**config.mk**
```make
export PLATFORM = sky130hd
export DESIGN_NAME = mem_access_unit
export DESIGN_NICKNAME = d
export VERILOG_FILES = /design/src/rtl/mem_access_unit.sv
export SDC_FILE = /design/constraint.sdc
export NUM_CORES = 1
export LEC_CHECK = 0
export ABC_CLOCK_PERIOD_IN_PS = 2050
export CORE_MARGIN = 10
export CORE_UTILIZATION = 44
export CTS_BUF_LIST = sky130_fd_sc_hd__clkbuf_8
export CTS_CLUSTER_SIZE = 12
export DETAILED_ROUTE_END_ITERATION = 8
export GPL_ROUTABILITY_DRIVEN = 0
export GPL_TIMING_DRIVEN = 0
export PLACE_DENSITY_LB_ADDON = 0.2
export SLEW_MARGIN = 20
export SYNTH_ARGS = -nofsm -noshare
export SYNTH_HDL_FRONTEND = slang
export SYNTH_SLANG_ARGS = --single-unit
export TNS_END_PERCENT = 10
```
**constraint.sdc**
```tcl
create_clock -name clock -period 2.05 [get_ports clock]
set_clock_uncertainty 0.2 [all_clocks]
set_input_delay 0.41 -clock clock [delete_from_list [all_inputs] [get_ports clock]]
set_output_delay 0.41 -clock clock [all_outputs]
set_load 0.05 [all_outputs]
```
**src/rtl/mem_access_unit.sv**
```systemverilog
// MEM-stage load/store unit: one bus access per instruction,
// with alignment traps, a 16-cycle bus timeout and flush handling.
module mem_access_unit (
  input  logic        clock,
  input  logic        reset,
  input  logic        flush,
  input  logic        EX_MEM_MemRead,
  input  logic        EX_MEM_MemWrite,
  input  logic [1:0]  EX_MEM_Size,
  input  logic        EX_MEM_Unsigned,
  input  logic [31:0] EX_MEM_ALU_result,
  input  logic [31:0] EX_MEM_rt_data,
  output logic        bus_req,
  output logic        bus_we,
  output logic [31:0] bus_addr,
  output logic [31:0] bus_wdata,
  output logic [3:0]  bus_be,
  input  logic        bus_ready,
  input  logic [31:0] bus_rdata,
  output logic [31:0] MEM_MemorIOData,
  output logic        mem_stall,
  output logic        MEM_AdEL,
  output logic        MEM_AdES,
  output logic        MEM_BusErr
);

  typedef enum logic [1:0] {
    S_IDLE,
    S_WAIT,
    S_DONE
  } state_t;

  state_t      r_state;
  logic [3:0]  r_cnt;
  logic [1:0]  r_size;
  logic [1:0]  r_off;
  logic        r_uns;
  logic        r_load;
  logic        r_flushed;
  logic        r_req;
  logic        r_we;
  logic [31:0] r_addr;
  logic [31:0] r_wdata;
  logic [3:0]  r_be;
  logic [31:0] r_data;
  logic        r_buserr;

  logic        w_align;
  logic [3:0]  w_be;
  logic [31:0] w_wdata;
  logic        w_act;
  logic        w_start;
  logic        w_mis;
  logic [31:0] w_sh;
  logic [31:0] w_ld;
  logic [1:0]  w_a;

  assign w_a = EX_MEM_ALU_result[1:0];

  always_comb begin
    w_align = 1'b1;
    w_be    = 4'b1111;
    w_wdata = EX_MEM_rt_data;
    case (EX_MEM_Size)
      2'b00: begin
        w_be    = 4'b0001 << w_a;
        w_wdata = {4{EX_MEM_rt_data[7:0]}};
      end
      2'b01: begin
        w_align = ~w_a[0];
        w_be    = w_a[1] ? 4'b1100 : 4'b0011;
        w_wdata = {2{EX_MEM_rt_data[15:0]}};
      end
      default: w_align = (w_a == 2'b00);
    endcase
  end

  // Only IDLE accepts work; reset and flush gate traps too.
  assign w_act   = reset & ~flush & (r_state == S_IDLE)
                 & (EX_MEM_MemRead | EX_MEM_MemWrite);
  assign w_start = w_act & w_align;
  assign w_mis   = w_act & ~w_align;

  assign w_sh = bus_rdata >> {r_off, 3'b000};

  always_comb begin
    w_ld = w_sh;
    case (r_size)
      2'b00:
        w_ld = {{24{~r_uns & w_sh[7]}}, w_sh[7:0]};
      2'b01:
        w_ld = {{16{~r_uns & w_sh[15]}}, w_sh[15:0]};
      default: w_ld = w_sh;
    endcase
  end

  always_ff @(posedge clock) begin
    if (!reset) begin
      r_state   <= S_IDLE;
      r_cnt     <= 4'd0;
      r_size    <= 2'b00;
      r_off     <= 2'b00;
      r_uns     <= 1'b0;
      r_load    <= 1'b0;
      r_flushed <= 1'b0;
      r_req     <= 1'b0;
      r_we      <= 1'b0;
      r_addr    <= 32'd0;
      r_wdata   <= 32'd0;
      r_be      <= 4'b0000;
      r_data    <= 32'd0;
      r_buserr  <= 1'b0;
    end else begin
      r_buserr <= 1'b0;
      case (r_state)
        S_IDLE: begin
          if (w_start) begin
            r_state   <= S_WAIT;
            r_cnt     <= 4'd0;
            r_flushed <= 1'b0;
            r_size    <= EX_MEM_Size;
            r_off     <= w_a;
            r_uns     <= EX_MEM_Unsigned;
            r_load    <= EX_MEM_MemRead;
            r_req     <= 1'b1;
            r_we      <= ~EX_MEM_MemRead;
            r_addr    <= {EX_MEM_ALU_result[31:2], 2'b00};
            r_be      <= w_be;
            r_wdata   <= EX_MEM_MemRead ? 32'd0 : w_wdata;
          end
        end
        S_WAIT: begin
          if (flush)
            r_flushed <= 1'b1;
          if (bus_ready) begin
            r_req <= 1'b0;
            // A squashed access still finishes the handshake.
            if (r_flushed | flush) begin
              r_state <= S_IDLE;
            end else begin
              r_state <= S_DONE;
              if (r_load)
                r_data <= w_ld;
            end
          end else if (r_cnt == 4'd15) begin
            r_req    <= 1'b0;
            r_buserr <= 1'b1;
            r_state  <= S_IDLE;
          end else begin
            r_cnt <= r_cnt + 4'd1;
          end
        end
        S_DONE:  r_state <= S_IDLE;
        default: r_state <= S_IDLE;
      endcase
    end
  end

  assign bus_req         = r_req;
  assign bus_we          = r_we;
  assign bus_addr        = r_addr;
  assign bus_wdata       = r_wdata;
  assign bus_be          = r_be;
  assign MEM_MemorIOData = r_data;
  assign MEM_BusErr      = r_buserr;
  assign mem_stall       = w_start | (r_state == S_WAIT);
  assign MEM_AdEL        = w_mis & EX_MEM_MemRead;
  assign MEM_AdES        = w_mis & ~EX_MEM_MemRead;

endmodule

```
== Word level (Yosys, flattened, before mapping) ==
Index checks and enable logic that the tools add are counted.

* Bitwise gates (word level): 20
* Equality and inequality tests: 9
* Reduce and logical (&&, ||, !) cells: 12
* $add $sub $neg: 1
* Multiplexer cells: 23
* Shifts and indexed selects: 2

{| class="wikitable"
|+ Operators by type and width
! kind !! number
|-
| one-hot mux 32 bit (2 select lines) || 2
|-
| 2-to-1 mux 32 bit || 1
|-
| right shift 32 x 5 -> 32 bit || 1
|-
| 2-to-1 mux 4 bit || 4
|-
| one-hot mux 4 bit (2 select lines) || 2
|-
| bitwise AND 1 bit || 9
|-
| logical NOT 2 bit || 4
|-
| 2-to-1 mux 2 bit || 4
|-
| != test 2 bit (second input constant) || 4
|-
| inverter 1 bit || 8
|-
| AND reduction 4 bit || 2
|-
| == test 2 x 1 -> 1 bit (second input constant) || 3
|-
| 2-to-1 mux 1 bit || 6
|-
| one-hot mux 1 bit (2 select lines) || 3
|-
| AND reduction 3 bit || 2
|-
| adder 4 x 1 -> 4 bit (second input constant) || 1
|-
| == test 4 bit (second input constant) || 1
|-
| one-hot mux 2 bit (2 select lines) || 1
|-
| AND reduction 2 bit || 2
|-
| left shift 1 x 2 -> 4 bit (first input constant) || 1
|-
| != test 3 bit (second input constant) || 1
|-
| bitwise OR 1 bit || 3
|-
| OR reduction 3 bit || 1
|-
| nonzero test 2 bit || 1
|}

* Flip-flop bits (word level): 114
* Bits of input ports: 105

== Longest topological paths before layout ==
Gate-level depths: netlist (run 1).

* Depth in word-level cells: 7
* Gate-level depth with buffers: 7

== Least setup slack after synthesis (run 1) ==
OpenSTA, ideal clock, no wires.

* Path type: input to output
* Start: input port EX_MEM_ALU_result[1]
* End: output port mem_stall
* Path buffers: 1
* Data arrival time: 1.313 ns
* Stages: 4
* Data required time: 1.440 ns
* Slack: 0.127 ns
* Cell sequence: o21ai_0 -> o2111a_1 -> buf_4 -> or2_2

* Longest elaborated chain between the ends: 4

{| class="wikitable"
|+ Ends and longest elaborated chain
! item !! line !! RTL
|-
| start: declaration || 11 || <nowiki>input logic [31:0] EX_MEM_ALU_result,</nowiki>
|-
| logical NOT 2 bit || 74 || <nowiki>default: w_align = (w_a == 2'b00);</nowiki>
|-
| one-hot mux 1 bit (2 select lines) || 64 || <nowiki>case (EX_MEM_Size)</nowiki>
|-
| bitwise AND 1 bit || 81 || <nowiki>assign w_start = w_act & w_align;</nowiki>
|-
| bitwise OR 1 bit || 166 || <nowiki>assign mem_stall = w_start | (r_state == S_WAIT);</nowiki>
|-
| end: declaration || 21 || <nowiki>output logic mem_stall,</nowiki>
|}

No other way between the ends.

== Worst setup path after layout (run 1) ==
* Start: input port EX_MEM_Size[0]
* End: output port mem_stall

* Longest elaborated chain between the ends: 4

{| class="wikitable"
|+ Ends and longest elaborated chain
! item !! line !! RTL
|-
| start: declaration || 9 || <nowiki>input logic [1:0] EX_MEM_Size,</nowiki>
|-
| == test 2 x 1 -> 1 bit / logical NOT 2 bit (equally long branches) || 64 ||
|-
| one-hot mux 1 bit (2 select lines) (*) || 64 ||
|-
| bitwise AND 1 bit (*) || 81 ||
|-
| bitwise OR 1 bit (*) || 166 ||
|}

Every way passes the cells marked *; elsewhere a longest branch is shown, timed or not.

==> impl_results.md, run 1 <==
- Final Max Slew Viols: 0
- Cell family with most CP delay: buffers and inverters
- Max incr delay on CP: 0.53 ns
- Post-synthesis cell area: between 0.005 and 0.006 mm2
- #FFs+latches synth: between 100 and 150
- Fmax: 426 MHz
- Post-synth top area share: 0.455
- Pwr/cell area: approximately 660 mW/mm2
- Core Rows: 38
- WL/cell: roughly 19 um
- # DRC: 0
- I/O pin total: roughly 210
- Status: finished, violations left
- Post-synth EDFFs: 0
- Fin crit period: 2.35 ns
- Main synth FF type: dfxtp_1
- GR Util met1: 0.222
- Relative slew margins: 0.346
- Total number of vias: about 5000
- Simple-Gate Fraction of Synth Area: 0.178
- Grt met3 use: 0.102
- Area contributors post-synth: dfxtp_1, mux2i_1, nand2_1
- Crit path max fanout: 4
- WL final: 17500 um
- Worst Setup EP: mem_stall
- Synth Area in XOR/XNOR: 0.00175
- Hold Crit Class: input pin to flop
- DIE AREA: 0.0161 mm2
- CP Launch Point: EX_MEM_Size[0]
- Kind of start point of the critical path: input pin
- Post-synth cell types: between 50 and 60
- Layout area overhead: 52.1%
- Syn avg cell area: roughly 9.2 um2
- First-pass GRT wire length: 27500 um
- Critical Path Stages: 6
- Post-Layout Inst Area: 0.00763 mm2
- Worst EP required: 1.44 ns
- Post-synthesis compound-gate area fraction: 0.218
- Crit-path cells: clkdlybuf4s50_1 -> nand2_1 -> o2111a_1 -> buf_6 -> or2_4 -> buf_8
- Placed instance count: 893
- CTS sink cnt: 114
- Final setup vio count: 17
- Post-route ant nets: 0
- GRT Overall Usage: 0.210
- Crit. End Element: output port
- Vias in the first global route: 5239
- Slew @ Worst Pin: 0.977 ns
- CTS root buf: clkbuf_8
- Synth warnings: 0
- Slowest-stage cell, CP: clkdlybuf4s50_1
- TritonCTS clock tree: yes
- Setup Crit Path Kind: input pin to output port
- Port Buffers: around 210
- RSZ-0062 raised after global routing: yes
- Failing checks: negative setup slack
- Crit share post-route: 1.14
- Largest net degree at the start of global routing: 17
- Nets: approximately 890
- Via density: between 5 and 6
- Hpwl dp: 13500 um
- Adder-cell area share of the yosys netlist: 0.00249
- Post-synthesis mux area share: 0.101
- Placed Area: 0.00728 mm2
- Detailed Routing Iterations Pass 1: 4
- Antenna violations before repair: 2
- M2 GR Usage: 0.361
- Peak supply drop: between 0.0003 and 0.0004 V
- Final hold vios: 0
- Flop-to-flop setup slack: -0.08 ns
- Clock Path Buffers: 2
- Fin cells: 934
- Most frequent cells in the layout: nand2_1, dfxtp_1, dlygate4sd2_1
- Most common cell after layout, fill and taps aside: nand2_1
- DR iter-0 viols: ~360
- Clk Latency, worst-skew pair: about 0.43 ns
- R2r endpoint: bus_be[1]
- Synthesized instance count: 544
- Initial Utilization: 0.457
- Total CTS buffers: 17
- CTS H-tree lvls: 4
- Asr flop ratio synth: 0
- Final WS setup: -0.295 ns
- Die width: 127 um
- Pleak: roughly 0.0033 uW
- Max Cap Viol: 0
- Min Hold Slack: between 0.15 and 0.2 ns
- Share of cells above drive strength 1: 0.129
- GR peak layer: met2
- Core area: 0.0110 mm2
- Setup TNS: -1.05 ns
- Arr. time, crit path: around 1.7 ns
- CP Buf/Inv Count: 3
- Reg2Reg Depth: 7
- Die H: between 100 and 150 um
- Register area share after synthesis: 0.455
- Reg clk slew, reported paths: about 0.070 ns
- Largest family of logic cells by synthesized area: compound AO/OA/AOI/OAI gates
- Gr ovfl total: 0
- R2R Path Start: r_state[1]
- Yosys top cell by area: dfxtp_1
==> logic make-up (layout without fill, tap and decap cells) <==
family / count (synthesis) / in the layout
AND/OR/NAND/NOR: 189 / 189
other: 1 / 4
XOR/XNOR: 1 / 1
adder cells (fa/ha/maj): 1 / 1
multiplexers: 49 / 49
flip-flops: 114 / 114
buffers and inverters: 45 / 292
AO/OA/AOI/OAI: 144 / 144
==> worst min path at each step <==
stage,startpoint,end,slack (ns),depth (start not counted)
6_report,bus_ready,r_state[1],0.17,3
2_1_floorplan,r_uns,r_uns,0.25,2
5_1_grt,bus_ready,r_state[1],0.18,3
4_1_cts,flush,r_state[1],0.18,2
3_5_place_dp,bus_we,bus_we,0.25,1
3_3_place_gp,bus_we,bus_we,0.24,1
==> cell type report <==
type / count / area (um2)
antenna: 2 / 5.00
buffer: 42 / 235
clock buffer: 18 / 248
clock inverter: 14 / 116
fill: 900 / 3350
inverter: 3 / 11.3
multi-input combinational: 386 / 2530
sequential: 114 / 2290
tap: 140 / 175
timing repair buffer: 215 / 2020
==> metrics by stage <==
stage	total power [uW]	setup slack, ns	util
after floorplan	2780	0.127	-
after global placement	3170	-1.26	0.663
after detailed placement	3190	-1.31	0.663
after CTS	5070	-0.290	0.692
after global routing	5240	-0.329	0.695
final	5050	-0.295	0.695
==> report_power, final <==
part | switching, uW | internal (uW)
clock | 945 | 977
sequential | 30.5 | 2270
combinational | 475 | 361
==> cell usage after synthesis (all sizes together) (5+ instances only) <==
cell type  number
and2            9
nor3            6
and3            5
nor2           24
dfxtp         114
o2bb2ai        23
a22o           16
o221a          16
buf            23
nand2         116
clkbuf         19
o21ai          20
mux2i          47
nor2b           5
nand3           9
a21oi          56
==> timing repair <==
item,4_1_cts,5_1_grt
hold buffers,0,0
pin swaps,4,3
setup endpoints to repair,190,103
gates resized for setup,147,9
setup buffers,5,2
==> sequential cells by signal (all words and copies together), names as in the netlist <==
name             count
bus_we               1
r_off                2
bus_addr            30
r_load               1
bus_wdata           32
bus_req              1
r_flushed            1
MEM_MemorIOData     32
r_cnt                4
r_state              2
r_size               2
r_uns                1
MEM_BusErr           1
bus_be               4
==> metal layers <==
metal	share of wire	wire length (um)	vias up
li1	-	-	2415
met1	0.39	6840	2379
met2	0.50	8680	171
met3	0.10	1750	18
met4	0.011	191	0
met5	0	0	-
==> worst min-delay path, delay by kind of cell <==
kind,cells,cell delay [ns]
AND/OR/NAND/NOR,2,0.18
buffers and inverters,1,0.17
No activity file was read; power rests on OpenSTA's default activity.
==> inputs of run 2 (changes only) <==
--- a/config.mk
+++ b/config.mk
@@ -7,14 +7,14 @@
 export LEC_CHECK = 0
 export ABC_CLOCK_PERIOD_IN_PS = 2050
 export CORE_MARGIN = 10
-export CORE_UTILIZATION = 44
+export CORE_UTILIZATION = 58
 export CTS_BUF_LIST = sky130_fd_sc_hd__clkbuf_8
 export CTS_CLUSTER_SIZE = 12
 export DETAILED_ROUTE_END_ITERATION = 8
+export DONT_BUFFER_PORTS = 1
 export GPL_ROUTABILITY_DRIVEN = 0
 export GPL_TIMING_DRIVEN = 0
 export PLACE_DENSITY_LB_ADDON = 0.2
-export SLEW_MARGIN = 20
 export SYNTH_ARGS = -nofsm -noshare
 export SYNTH_HDL_FRONTEND = slang
 export SYNTH_SLANG_ARGS = --single-unit
==> run 2 against run 1 <==
Effect of this change: the run still ends with negative setup slack left; setup slack gained 0.048 ns; combinational power shrank 43%; sequential share of layout area grew 6.4 points; wire length shrank 2.7%; sequential cell count is the same; fmax grew 2.1%; power grew 2.7%; design area shrank 18%; first-iteration DRC count shrank 0.28%; utilization grew 6.2 points; non-clock buffer count shrank 145.
==> impl_results.md, run 2 (same netlist as run 1, synthesis figures left out) <==
- Vias in the first global route: about 4700
- WL/cell: between 20 and 25 um
- Reg clk slew, reported paths: around 0.06 ns
- WL final: 17000 um
- Crit-path cells: nor4b_4 -> o2111a_2 -> or2_4
- Clock network fraction of total power: 0.432
- Core Rows: 33
- Post-route ant nets: 0
- Met1 WL: 6060 um
- Slowest-stage cell, CP: nor4b_4
- Port Buffers: 0
- GRT Overall Usage: 0.252
- CTS H-tree lvls: 4
- TritonCTS clock tree: yes
- Die width: 113 um
- Final WS setup: -0.248 ns
- Setup Crit Path Kind: flop to output port
- Antenna diodes: 0
- DIE AREA: 0.0128 mm2
- Sw frac: 0.265
- Worst EP required: 1.44 ns
- Slew @ Worst Pin: just under 1 ns
- Final Max Slew Viols: 0
- Hpwl dp: 11500 um
- Max incr delay on CP: 0.38 ns
- P_int: 3820 uW
- Largest net degree at the start of global routing: 17
- Fin crit period: 2.30 ns
- Seq pwr share: 0.476
- Crit path max fanout: 3
- # fillers: 576
- Most common cell after layout, fill and taps aside: nand2_1
- Detailed Routing Iterations Pass 1: 5
- Comb power frac: 0.092
- Clk Latency, worst-skew pair: 0.42 ns
- Relative slew margins: 0.355
- Nets: 740
- Crit share post-route: 1.12
- Initial Utilization: 0.604
- Layout area overhead: 25.2%
- Most frequent cells in the layout: nand2_1, dfxtp_1, dlygate4sd3_1
- Final setup vio count: 46
- Max Cap Viol: 0
- Pwr/cell area: around 830 mW/mm2
- Crit. End Element: output port
- Hold Crit Class: input pin to flop
- Met3 WL post-DR: 2170 um
- CTS sink cnt: between 100 and 150
- Top Metal Used: met4
- RSZ-0062 raised after global routing: yes
- Peak supply drop: 0.000558 V
- Share of cells above drive strength 1: 0.155
- CTS root buf: clkbuf_8
- Failing checks: negative setup slack
- Pleak: 0.00236 uW
- Gr ovfl total: 0
- Final hold vios: 0
- Switching power: 1370 uW
- Routed met2 length: 8410 um
- Setup TNS: -1.75 ns
- Antenna violations before repair: 0
- First-pass GRT wire length: 26000 um
- Status: finished, violations left
- Fmax: 435 MHz
- Utilization after layout: 0.757
- Clock Path Buffers: 2
- Total CTS buffers: 17
- DR iter-0 viols: 354
- Kind of start point of the critical path: flop
- # DRC: 0
- Total number of vias: 4626
- Core area: 0.00830 mm2
- Worst slack, placed: -0.0462 ns
- Via density: 6.16
- I/O pin total: 211
- Die H: 113 um
- Arr. time, crit path: 1.69 ns
run 2: cell types whose count changed in the layout (fill, tap and decap cells not counted), moves of 2 or more:
| cell | previous run | this run |
|---|---|---|
| dlygate4sd3_1 | 0 | 60 |
| buf_4 | 12 | 14 |
| clkbuf_2 | 2 | 0 |
| bufinv_16 | 1 | 4 |
| buf_6 | 4 | 2 |
| buf_2 | 16 | 19 |
| dlygate4sd2_1 | 105 | 0 |
| clkinvlp_4 | 6 | 1 |
| buf_8 | 2 | 0 |
| clkbuf_1 | 13 | 15 |
| clkdlybuf4s50_1 | 98 | 0 |
| diode_2 | 2 | 0 |
run 2: final cells by class:
class / instances / area, um2 / area share
multi-input combinational: 386 / 2540 / 0.405
sequential: 114 / 2290 / 0.364
timing repair buffer: 71 / 681 / 0.108
clock buffer: 18 / 248 / 0.0394
buffer: 41 / 210 / 0.0335
clock inverter: 13 / 169 / 0.0269
tap: 105 / 131 / 0.0209
inverter: 3 / 11.3 / 0.00179
run 2: routing by layer:
layer,vias up,GRT usage
li1,2119,-
met3,32,0.130
met4,0,0.0897
met1,2189,0.268
met5,-,0
met2,286,0.420
run 2: what timing repair did:
action                                  4_1_cts  5_1_grt
hold buffers                                 60        0
setup buffers                                 4        7
gates resized for setup                      11       11
gates cloned                                  0        1
hold endpoints to repair                     61        0
pin swaps                                     3        8
endpoints found under the setup margin       15       93
run 2: path summary, 6_finish.rpt:
kind                 startpoint             to  slack (ns)  depth (start not counted)
max reg2reg          r_state[0]      bus_be[2]       -0.12                          7
max                  r_state[0]      mem_stall       -0.25                          3
min reg2reg            r_cnt[1]       r_cnt[1]        0.29                          2
min          EX_MEM_rt_data[25]  bus_wdata[25]        0.02                          3
run 2: per-stage QoR:
step                      instance area [um2]  instances  hold slack [ns]  power, uW
after floorplan                          5020        545            0.250       2780
after global placement                   5150        650            0.268       2850
after detailed placement                 5150        650            0.284       2860
after CTS                                6220        745          0.00583       5170
after global routing                     6280        751           0.0300       5340
final                                    6280        751           0.0248       5190
run 2: power by group through the flow:
stage | sequential (uW) | clock, uW | combinational (uW)
finish | 2470 | 2240 | 478
CTS | 2470 | 2250 | 456
global placement | 2520 | 0 | 335
floorplan | 2500 | 0 | 283
global route | 2470 | 2350 | 517
detailed placement | 2520 | 0 | 345
run 2: worst max-delay path: cells and delay by family (launching register included):
kind	cells	cell delay, ns
DFF	1	0.35
and+or+nand+nor	2	0.61
AOI/OAI and AO/OA	1	0.30
